--- config.mk ---
export PLATFORM = sky130hd
export DESIGN_NAME = dvi_frame_capture
export DESIGN_NICKNAME = d
export VERILOG_FILES = /design/src/rtl/dvi_frame_capture.sv
export SDC_FILE = /design/constraint.sdc
export NUM_CORES = 1
export LEC_CHECK = 0
export CAP_MARGIN = 10
export CELL_PAD_IN_SITES_DETAIL_PLACEMENT = 1
export CELL_PAD_IN_SITES_GLOBAL_PLACEMENT = 2
export CORE_MARGIN = 2
export CORE_UTILIZATION = 36
export DETAILED_ROUTE_END_ITERATION = 10
export DONT_BUFFER_PORTS = 1
export GPL_ROUTABILITY_DRIVEN = 0
export GPL_TIMING_DRIVEN = 0
export HOLD_SLACK_MARGIN = 0.15
export PLACE_DENSITY_LB_ADDON = 0.1
export SETUP_SLACK_MARGIN = 0.1
export SYNTH_ARGS = -nofsm -noshare
export SYNTH_HDL_FRONTEND = slang
export SYNTH_SLANG_ARGS = --single-unit
--- constraint.sdc ---
create_clock -name clk -period 2.9 [get_ports clk]
set_clock_uncertainty 0.15 [all_clocks]
set_input_delay 0.145 -clock clk [delete_from_list [all_inputs] [get_ports clk]]
set_output_delay 0.145 -clock clk [all_outputs]
set_load 0.03 [all_outputs]
--- src/rtl/dvi_frame_capture.sv ---
// Captures a DVI pixel stream (VS/DE/RGB) into a double-buffered frame memory,
// decimating by integer steps. Banks swap only after a complete, well-formed
// frame; lock status and sticky geometry errors go to the control logic.
module dvi_frame_capture #(
  parameter int   H_ACTIVE = 128,
  parameter int   V_ACTIVE = 32,
  parameter int   OUT_W    = 128,
  parameter int   OUT_H    = 32,
  parameter logic VS_POL   = 1'b1,
  parameter int   AW       = $clog2(OUT_W * OUT_H)
) (
  input  logic          clk,
  input  logic          rst_n,
  input  logic          enable,
  input  logic          i_vs,
  input  logic          i_de,
  input  logic [7:0]    i_r,
  input  logic [7:0]    i_g,
  input  logic [7:0]    i_b,
  input  logic          err_clr,
  output logic          o_we,
  output logic          o_wr_bank,
  output logic [AW-1:0] o_waddr,
  output logic [23:0]   o_wdata,
  output logic          o_disp_bank,
  output logic          o_frame_done,
  output logic          o_locked,
  output logic          o_err
);

  localparam int H_STEP = H_ACTIVE / OUT_W;
  localparam int V_STEP = V_ACTIVE / OUT_H;
  localparam int XW  = $clog2(H_ACTIVE + 2);
  localparam int YW  = $clog2(V_ACTIVE + 2);
  localparam int HPW = $clog2(H_STEP + 1);
  localparam int VPW = $clog2(V_STEP + 1);
  localparam int XOW = $clog2(OUT_W + 1);

  localparam logic [XW-1:0]  X_ACT   = XW'(H_ACTIVE);
  localparam logic [XW-1:0]  X_SAT   = XW'(H_ACTIVE + 1);
  localparam logic [YW-1:0]  Y_ACT   = YW'(V_ACTIVE);
  localparam logic [YW-1:0]  Y_SAT   = YW'(V_ACTIVE + 1);
  localparam logic [HPW-1:0] HP_LAST = HPW'(H_STEP - 1);
  localparam logic [VPW-1:0] VP_LAST = VPW'(V_STEP - 1);
  localparam logic [AW-1:0]  ROW_INC = AW'(OUT_W);

  localparam logic [0:0] IDLE  = 1'b0;
  localparam logic [0:0] FRAME = 1'b1;

  logic          vs_q, vs_prev, de_q, de_prev;
  logic [23:0]   rgb_q;
  logic [0:0]    state_reg, state_next;
  logic [XW-1:0] x_reg, x_next;
  logic [YW-1:0] y_reg, y_next;
  logic [HPW-1:0] hph_reg, hph_next;
  logic [VPW-1:0] vph_reg, vph_next;
  logic [XOW-1:0] xo_reg, xo_next;
  logic [AW-1:0] row_base_reg, row_base_next;
  logic          bad_reg, bad_next;
  logic [1:0]    streak_reg, streak_next;
  logic          we_next;
  logic [AW-1:0] waddr_next;
  logic [23:0]   wdata_next;
  logic          good_frame, bad_frame;
  logic          frame_edge, line_end;

  assign frame_edge = (vs_q == VS_POL) && (vs_prev != VS_POL);
  assign line_end   = de_prev && !de_q;
  assign o_locked   = (streak_reg == 2'd2);

  // Input register stage plus one extra sample of VS/DE for edge detection.
  always_ff @(posedge clk or negedge rst_n) begin
    if (!rst_n) begin
      vs_q    <= ~VS_POL;
      vs_prev <= ~VS_POL;
      de_q    <= 1'b0;
      de_prev <= 1'b0;
      rgb_q   <= '0;
    end else begin
      vs_q    <= i_vs;
      vs_prev <= vs_q;
      de_q    <= i_de;
      de_prev <= de_q;
      rgb_q   <= {i_r, i_g, i_b};
    end
  end

  // Line end is applied first, then frame evaluation/restart, then the pixel,
  // so a pixel coinciding with a frame edge becomes (0,0) of the new frame.
  always_comb begin
    state_next    = state_reg;
    x_next        = x_reg;
    y_next        = y_reg;
    hph_next      = hph_reg;
    vph_next      = vph_reg;
    xo_next       = xo_reg;
    row_base_next = row_base_reg;
    bad_next      = bad_reg;
    streak_next   = streak_reg;
    we_next       = 1'b0;
    waddr_next    = o_waddr;
    wdata_next    = o_wdata;
    good_frame    = 1'b0;
    bad_frame     = 1'b0;
    if (!enable) begin
      state_next    = IDLE;
      x_next        = '0;
      y_next        = '0;
      hph_next      = '0;
      vph_next      = '0;
      xo_next       = '0;
      row_base_next = '0;
      bad_next      = 1'b0;
      streak_next   = 2'd0;
    end else begin
      if (state_reg == FRAME && line_end) begin
        if (x_reg != X_ACT) bad_next = 1'b1;
        if (y_reg < Y_ACT) begin
          if (vph_reg == VP_LAST) begin
            vph_next      = '0;
            row_base_next = row_base_reg + ROW_INC;
          end else begin
            vph_next = vph_reg + VPW'(1);
          end
        end
        if (y_reg != Y_SAT) y_next = y_reg + YW'(1);
        x_next   = '0;
        hph_next = '0;
        xo_next  = '0;
      end
      if (frame_edge) begin
        if (state_reg == FRAME) begin
          if (y_next == Y_ACT && !bad_next) begin
            good_frame  = 1'b1;
            streak_next = (streak_reg == 2'd2) ? 2'd2 : streak_reg + 2'd1;
          end else begin
            bad_frame   = 1'b1;
            streak_next = 2'd0;
          end
        end
        state_next    = FRAME;
        x_next        = '0;
        y_next        = '0;
        hph_next      = '0;
        vph_next      = '0;
        xo_next       = '0;
        row_base_next = '0;
        bad_next      = 1'b0;
      end
      if (state_next == FRAME && de_q) begin
        if (x_next < X_ACT && y_next < Y_ACT) begin
          if (hph_next == '0 && vph_next == '0) begin
            we_next    = 1'b1;
            waddr_next = row_base_next + AW'(xo_next);
            wdata_next = rgb_q;
          end
          if (hph_next == HP_LAST) begin
            hph_next = '0;
            xo_next  = xo_next + XOW'(1);
          end else begin
            hph_next = hph_next + HPW'(1);
          end
        end else begin
          bad_next = 1'b1;
        end
        if (x_next != X_SAT) x_next = x_next + XW'(1);
      end
    end
  end

  // Geometry counters, decimation phases and FSM state.
  always_ff @(posedge clk or negedge rst_n) begin
    if (!rst_n) begin
      state_reg    <= IDLE;
      x_reg        <= '0;
      y_reg        <= '0;
      hph_reg      <= '0;
      vph_reg      <= '0;
      xo_reg       <= '0;
      row_base_reg <= '0;
      bad_reg      <= 1'b0;
      streak_reg   <= 2'd0;
    end else begin
      state_reg    <= state_next;
      x_reg        <= x_next;
      y_reg        <= y_next;
      hph_reg      <= hph_next;
      vph_reg      <= vph_next;
      xo_reg       <= xo_next;
      row_base_reg <= row_base_next;
      bad_reg      <= bad_next;
      streak_reg   <= streak_next;
    end
  end

  // Memory write port, bank swap on good frames, sticky error (set beats clear).
  always_ff @(posedge clk or negedge rst_n) begin
    if (!rst_n) begin
      o_we         <= 1'b0;
      o_waddr      <= '0;
      o_wdata      <= '0;
      o_wr_bank    <= 1'b0;
      o_disp_bank  <= 1'b1;
      o_frame_done <= 1'b0;
      o_err        <= 1'b0;
    end else begin
      o_we         <= we_next;
      o_waddr      <= waddr_next;
      o_wdata      <= wdata_next;
      o_frame_done <= good_frame;
      if (good_frame) begin
        o_disp_bank <= o_wr_bank;
        o_wr_bank   <= ~o_wr_bank;
      end
      if (bad_frame) o_err <= 1'b1;
      else if (err_clr) o_err <= 1'b0;
    end
  end

endmodule

==> impl_metrics.yaml, run 1 <==
synthesis:
  synth_top_family_by_area: "simple AND/OR/NAND/NOR gates"
  synthSimpleGateAreaFrac_pct: 23.9
  postSynthCellCount: 495
  syn_nets: 542
  ys_seq_area_share_pct: 54.3
  async_flop_share_pct: 100
  synth_flop_cell: "dfrtp_1"
  synth_cell_types: 63
  muxShareOfSynthArea_pct: 1.54
  synth_edf_count: 0
  synth_compound_area_share_pct: 6.79
  synth_warnings: 0
  syn_area_um2: 5030
  synth_xor_area_share_pct: 5.75
  syn_area_per_cell_um2: 10.2
  ys_ff_latch: 109
  synthAdderAreaFrac_pct: 4.38
worst_setup_path:
  critical_path.slowest_cell: "dfrtp_1"
  path_cells: "nand2b_4, clkbuf_16, buf_8, buf_4, and2_1, ha_1, a21oi_2, o211ai_1, buf_4, o21ai_2, nor3_2, xnor2_1, o21ai_0"
  cp_max_fo: 8
  slowest_delay_ns: 0.39
  critical_path_class: "flop to flop"
  rr_startpoint: "vs_prev$_DFF_PN0_"
  cpMostUsedCell: "buf_4"
  r2r_end: "o_waddr[9]$_DFFE_PN0P_"
  crit_required_ns: 2.97
  reg2regPathDepth: 13
  cp-end-kind: "flop"
  arrival_ns: 2.76
  rrSetupSlack_ns: 0.20
  crit_path_start_kind: "flop"
placement:
  placed_cell_area_um2: 5260
  place_inst: 675
  dp_slack_ns: -0.599
  portBuffers: 0
  dp_hpwl_mm: 8.09
drt:
  totalWireLength_mm: 12.0
  vias_per_cell: 4.93
  drt_pass1_iterations: 4
  vias: 3614
  drt.antenna.violating_nets: 0
  drc: 0
  drt_iter0_markers: 147
  wl_per_cell_um: 16.3
sta:
  layout_min_cycle_time_ns: 2.70
  fmax_mhz: 371
  worstMarginPinSlew_ns: 0.564
  finalWorstSetupSlack_ns: 0.205
  slew_viol_final: 0
  final_hold_viol_count: 109
  post-route-period-util_pct: 92.9
  whs_ns: -0.669
  rsz0062_at_grt: "true"
  finalSetupViolations: 0
  slew_headroom_pct: 62.0
global_route:
  first_global_vias: 3751
  grt_max_degree: 110
  grt_pass1_wl_mm: 19.3
  grt_overflow: 0
  antenna_found_initial: 0
  grt_usage_pct: 16.6
clocking:
  clk_latency_ns: 0.36
  cts_buffer_depth: 2
  cts_hold_repair.buffers: 28
  cts_root_buf: "clkbuf_16"
  cts_tree: "done"
  htree_num_levels: 3
  cts_buffers: 9
  cts_sinks: 109
  clk_pin_slew_ns: 0.08
layout:
  insertedDiodeCount: 0
  nNetsFinal: 595
  regArea_um2: 2730
  area_growth_pct: 21.9
  fillers: 1546
  stdcell_area_um2: 6130
  multiInputGateArea_um2: 2270
  layout_commonest_cell: "nand2_1"
  layout-drive-gt1-share_pct: 15.2
  reg.largest.list: "o_wdata: 24 flops, rgb_q: 24 flops"
  fin_cells: 733
  mostFrequentLayoutCells: "112 x nand2_1, 108 x dfrtp_1, 28 x dlygate4sd3_1"
floorplanning:
  ios: 72
  die_x_um: 122
  die_h_um: 122
  core_area_um2: 13800
  start_util_pct: 36.5
  dieArea_um2: 14900
  num_rows: 43
pwr:
  p_sw_w: 0.000945
  leakage_nw: 2.80
  power.share.clock_pct: 38.1
  p_total_w: 0.00329
  p_seq_share_pct: 55.2
  power.density_nw_per_um2: 537
  power_frac_comb_pct: 6.7
  p_sw_share_pct: 28.7
  vdd_drop_max_mv: 0.298
  p_int_w: 0.00235
status:
  status: "finished with violations"
  failed_checks: "hold timing"
min_path:
  min_path_type: "input port to async pin"
job:
  drv_cap: 0
==> repair_timing <==
action / 4_1_cts / 5_1_grt
pin swaps: 2 / 8
setup endpoints to repair: 11 / 7
gates resized for setup: 21 / 24
hold endpoints to repair: 159 / 109
setup buffers: 1 / 13
==> final cells by class <==
cell class,instances,share of cell area [%]
buffer,22,2.65
clock buffer,10,3.90
inverter,16,0.980
clock inverter,6,0.980
multi-input combinational,348,37.0
sequential,109,44.5
timing repair buffer,42,6.29
tap,180,3.68
==> critical path: cells and delay by family (launching register included) <==
family / cells / cell delay [ns]
XOR/XNOR: 1 / 0.20
AND/OR/NAND/NOR: 3 / 0.39
adder cells (fa/ha/maj): 1 / 0.28
AO/OA/AOI/OAI: 4 / 0.56
flip-flops: 1 / 0.39
buffers and inverters: 4 / 0.57
==> Yosys cell counts (all sizes together) (2+ instances only) <==
master	instances	area [um2]
nand2	113	424
dfrtp	108	2700
nor2	27	104
xnor2	21	184
nand3	20	113
o21ai	20	104
and3	18	114
and2	16	100
ha	16	200
inv	15	56.3
nor3	13	65.1
xor2	12	105
buf	11	65.1
clkbuf	11	42.5
a21oi	9	45.0
nor2b	8	50.1
nor4	5	43.8
a21boi	4	30.0
mux2i	4	40.0
mux2	3	37.5
nand2b	3	18.8
nand4	3	18.8
o211ai	3	27.5
o21a	3	22.5
nand3b	2	27.5
nand4b	2	17.5
nor4b	2	23.8
o2111ai	2	17.5
or4	2	15.0
==> routing by layer <==
| metal | vias to the layer above | GRT usage [%] | part of all wire, % |
|---|---|---|---|
| met5 | - | 0 | 0 |
| met4 | 0 | 5.96 | 1.5 |
| li1 | 1758 | - | - |
| met1 | 1801 | 22.3 | 49 |
| met2 | 42 | 27.0 | 48 |
| met3 | 13 | 2.86 | 2.4 |
==> through the flow <==
| step | TNS [ns] | hold WS, ns | utilization (%) |
|---|---|---|---|
| 2_1_floorplan | 0 | -0.301 | - |
| 3_3_place_gp | -2.61 | -0.297 | 38.2 |
| 3_5_place_dp | -2.95 | -0.297 | 38.2 |
| 4_1_cts | 0 | -0.684 | 43.1 |
| 5_1_grt | 0 | -0.690 | 44.5 |
| 6_report | 0 | -0.669 | 44.5 |
==> worst max path at each step <==
| stage | start | end | slack, ns | cells after the start |
|---|---|---|---|---|
| 5_1_grt | de_q$_DFF_PN0_ | o_waddr[11]$_DFFE_PN0P_ | 0.05 | 12 |
| 3_3_place_gp | vs_q$_DFF_PN0_ | o_waddr[10]$_DFFE_PN0P_ | -0.54 | 14 |
| 4_1_cts | de_q$_DFF_PN0_ | o_waddr[11]$_DFFE_PN0P_ | 0.05 | 11 |
| 6_report | vs_prev$_DFF_PN0_ | o_waddr[9]$_DFFE_PN0P_ | 0.20 | 13 |
| 2_1_floorplan | vs_q$_DFF_PN0_ | o_waddr[10]$_DFFE_PN0P_ | 0.13 | 14 |
| 3_5_place_dp | vs_q$_DFF_PN0_ | o_waddr[10]$_DFFE_PN0P_ | -0.60 | 14 |
==> logic make-up (layout without fill, tap and decap cells) <==
family | count (synthesis) | count (layout)
compound gates | 51 | 51
xor+xnor | 33 | 33
fa+ha+maj | 17 | 17
buf+inv | 38 | 96
flops | 109 | 109
mux | 7 | 7
simple gates | 240 | 240
==> power by group through the flow <==
stage	sequential, W	clock (W)	combinational [W]
floorplan	0.00183	0	0.000123
finish	0.00182	0.00125	0.000220
detailed placement	0.00185	0	0.000165
global route	0.00183	0.00136	0.000250
CTS	0.00182	0.00130	0.000207
global placement	0.00185	0	0.000159
No activity file was read; power rests on OpenSTA's default activity.
==> run 2, diff against run 1 <==
Settings changed: ABC_AREA set to 1, CORE_UTILIZATION 36 to 35.
==> impl_metrics.yaml, run 2 <==
worst_setup_path:
  r2r_end: "o_waddr[10]$_DFFE_PN0P_"
  arrival_ns: 2.70
  cp_max_fo: 10
  critical_path_class: "flop to flop"
  worstSetupStartpoint: "vs_q$_DFF_PN0_"
  crit_required_ns: 3.00
  reg2regPathDepth: 12
  rr_startpoint: "vs_q$_DFF_PN0_"
  crit_path_start_kind: "flop"
  cp-end-kind: "flop"
  rrSetupSlack_ns: 0.30
placement:
  placed_cell_area_um2: 5260
  dp_hpwl_mm: 8.25
  dp_slack_ns: -0.371
  portBuffers: 0
  place_inst: 745
layout:
  nNetsFinal: 660
  regArea_um2: 2730
  multiInputGateArea_um2: 1970
  stdcell_area_um2: 5940
  postLayoutCoreUtil_pct: 42.6
  fin_cells: 798
  layout-drive-gt1-share_pct: 11.8
  area_growth_pct: 18.0
  fillers: 1641
  layout_commonest_cell: "nand2_1"
  mostFrequentLayoutCells: "157 x nand2_1, 108 x dfrtp_1, 68 x nor2_1"
  reg.largest.list: "o_wdata: 24 flops, rgb_q: 24 flops"
  insertedDiodeCount: 0
global_route:
  grt_max_degree: 110
  antenna_found_initial: 0
  grt_overflow: 0
  first_global_vias: 3891
  grt_pass1_wl_mm: 19.7
  grt_usage_pct: 16.7
synthesis:
  yosys-top-cells-count: "158 x nand2_1, 108 x dfrtp_1, 68 x nor2_1, 62 x inv_1, 40 x nand3_1"
  synth_flop_cell: "dfrtp_1"
  synth_cell_types: 38
  yosys.area.top_type_share_pct: 53.7
  ys_ff_latch: 109
  synth.most_common_cell: "nand2_1"
  syn_area_per_cell_um2: 8.90
  synth_area_leaders: "dfrtp_1 54%, nand2_1 12%, nor2_1 5.1%"
  async_flop_share_pct: 100
  synth_top_area_cell: "dfrtp_1"
  syn_area_um2: 5030
  postSynthCellCount: 565
  synth_warnings: 0
  ys_seq_area_share_pct: 54.2
  syn_nets: 612
  synth_edf_count: 0
pwr:
  power.density_nw_per_um2: 550
  vdd_drop_max_mv: 0.319
  leakage_nw: 2.89
sta:
  rsz0062_at_grt: "true"
  final_hold_viol_count: 109
  finalSetupViolations: 0
  slew_viol_final: 0
  slew_headroom_pct: 63.7
  fmax_mhz: 385
  post-route-period-util_pct: 89.7
  worstMarginPinSlew_ns: 0.544
  layout_min_cycle_time_ns: 2.60
  whs_ns: -0.671
  finalWorstSetupSlack_ns: 0.300
drt:
  totalWireLength_mm: 11.9
  wl_per_cell_um: 15.0
  drt_pass1_iterations: 4
  drt.antenna.violating_nets: 0
  drt_iter0_markers: 168
  vias: 3804
  vias_per_cell: 4.77
  drc: 0
clocking:
  clk_latency_ns: 0.36
  cts_root_buf: "clkbuf_16"
  clk_pin_slew_ns: 0.07
  cts_tree: "done"
  htree_num_levels: 3
  cts_buffer_depth: 2
  cts_sinks: 109
  cts_hold_repair.buffers: 29
  cts_buffers: 9
min_path:
  min_path_type: "input port to async pin"
status:
  failed_checks: "hold timing"
  status: "finished with violations"
floorplanning:
  num_rows: 43
  die_h_um: 124
  start_util_pct: 36.1
  die_x_um: 124
  ios: 72
  core_area_um2: 13900
  dieArea_um2: 15400
job:
  drv_cap: 0
-- run 2: changes by cell type after synthesis, sizes merged, moves of 8 or more --
cell / change
a21oi: +9
and2: -16
and3: -18
inv: +49
nand2: +47
nand3: +25
nor2: +49
nor2b: -8
xnor2: -17
-- run 2: stage by stage --
step                      TNS [ns]  hold WS, ns  total power [W]
after CTS                        0       -0.690          0.00332
after floorplan                  0       -0.301          0.00201
after detailed placement     -1.24       -0.298          0.00208
final                            0       -0.671          0.00327
after global placement      -0.951       -0.298          0.00206
after global routing             0       -0.703          0.00343
-- run 2: worst max-delay path, cell delays in order, from the launching register on --
cell and delay (ns):
dfrtp_1 0.41, nand2_4 0.13, clkinvlp_4 0.15, buf_4 0.20, nor3_4 0.22, inv_1 0.09, fa_2 0.42, o211ai_1 0.30
nand2_1 0.11, nand2_2 0.10, nand3b_1 0.08, nand3_1 0.08, nand2_1 0.05
-- run 2: power by group --
| group | switching (W) | internal [W] | total, W |
|---|---|---|---|
| sequential | 0.000226 | 0.00162 | 0.00185 |
| combinational | 0.000134 | 0.000100 | 0.000235 |
| clock | 0.000595 | 0.000591 | 0.00119 |
| total | 0.000955 | 0.00231 | 0.00327 |
-- run 2: final cells by class --
type,instances,share of cell area [%]
buffer,16,2.15
tap,180,3.79
inverter,65,4.26
clock inverter,6,0.843
sequential,109,46.0
multi-input combinational,375,33.2
timing repair buffer,37,5.90
clock buffer,10,3.86
-- run 2: worst max-delay path by stage --
stage	end	slack, ns
6_report	o_waddr[10]$_DFFE_PN0P_	0.30
5_1_grt	o_waddr[11]$_DFFE_PN0P_	0.06
4_1_cts	o_waddr[8]$_DFFE_PN0P_	0.11
3_5_place_dp	o_waddr[10]$_DFFE_PN0P_	-0.37
3_3_place_gp	o_waddr[8]$_DFFE_PN0P_	-0.33
2_1_floorplan	o_waddr[10]$_DFFE_PN0P_	0.30
-- run 2: what timing repair did --
action	4_1_cts	5_1_grt
pin swaps	2	2
hold endpoints to repair	159	109
setup endpoints to repair	10	8
gates resized for setup	4	9
setup buffers	2	6
-- run 2: layer usage --
| metal | share of wire, % | track usage [%] | vias up | wire, um |
|---|---|---|---|---|
| li1 | - | - | 1867 | - |
| met1 | 46 | 22.1 | 1861 | 5540 |
| met2 | 48 | 27.2 | 64 | 5750 |
| met3 | 4.5 | 4.44 | 12 | 533 |
| met4 | 1.0 | 4.21 | 0 | 119 |
| met5 | 0 | 0 | - | 0 |
-- run 2: cell families (layout without fill, tap and decap cells) --
| group | count (synthesis) | in the layout | synth area share (%) |
|---|---|---|---|
| flops | 109 | 109 | 54.2 |
| xor+xnor | 12 | 12 | 2.09 |
| buf+inv | 81 | 134 | 7.41 |
| simple gates | 304 | 304 | 26.5 |
| fa+ha+maj | 17 | 17 | 4.38 |
| compound gates | 42 | 42 | 5.37 |
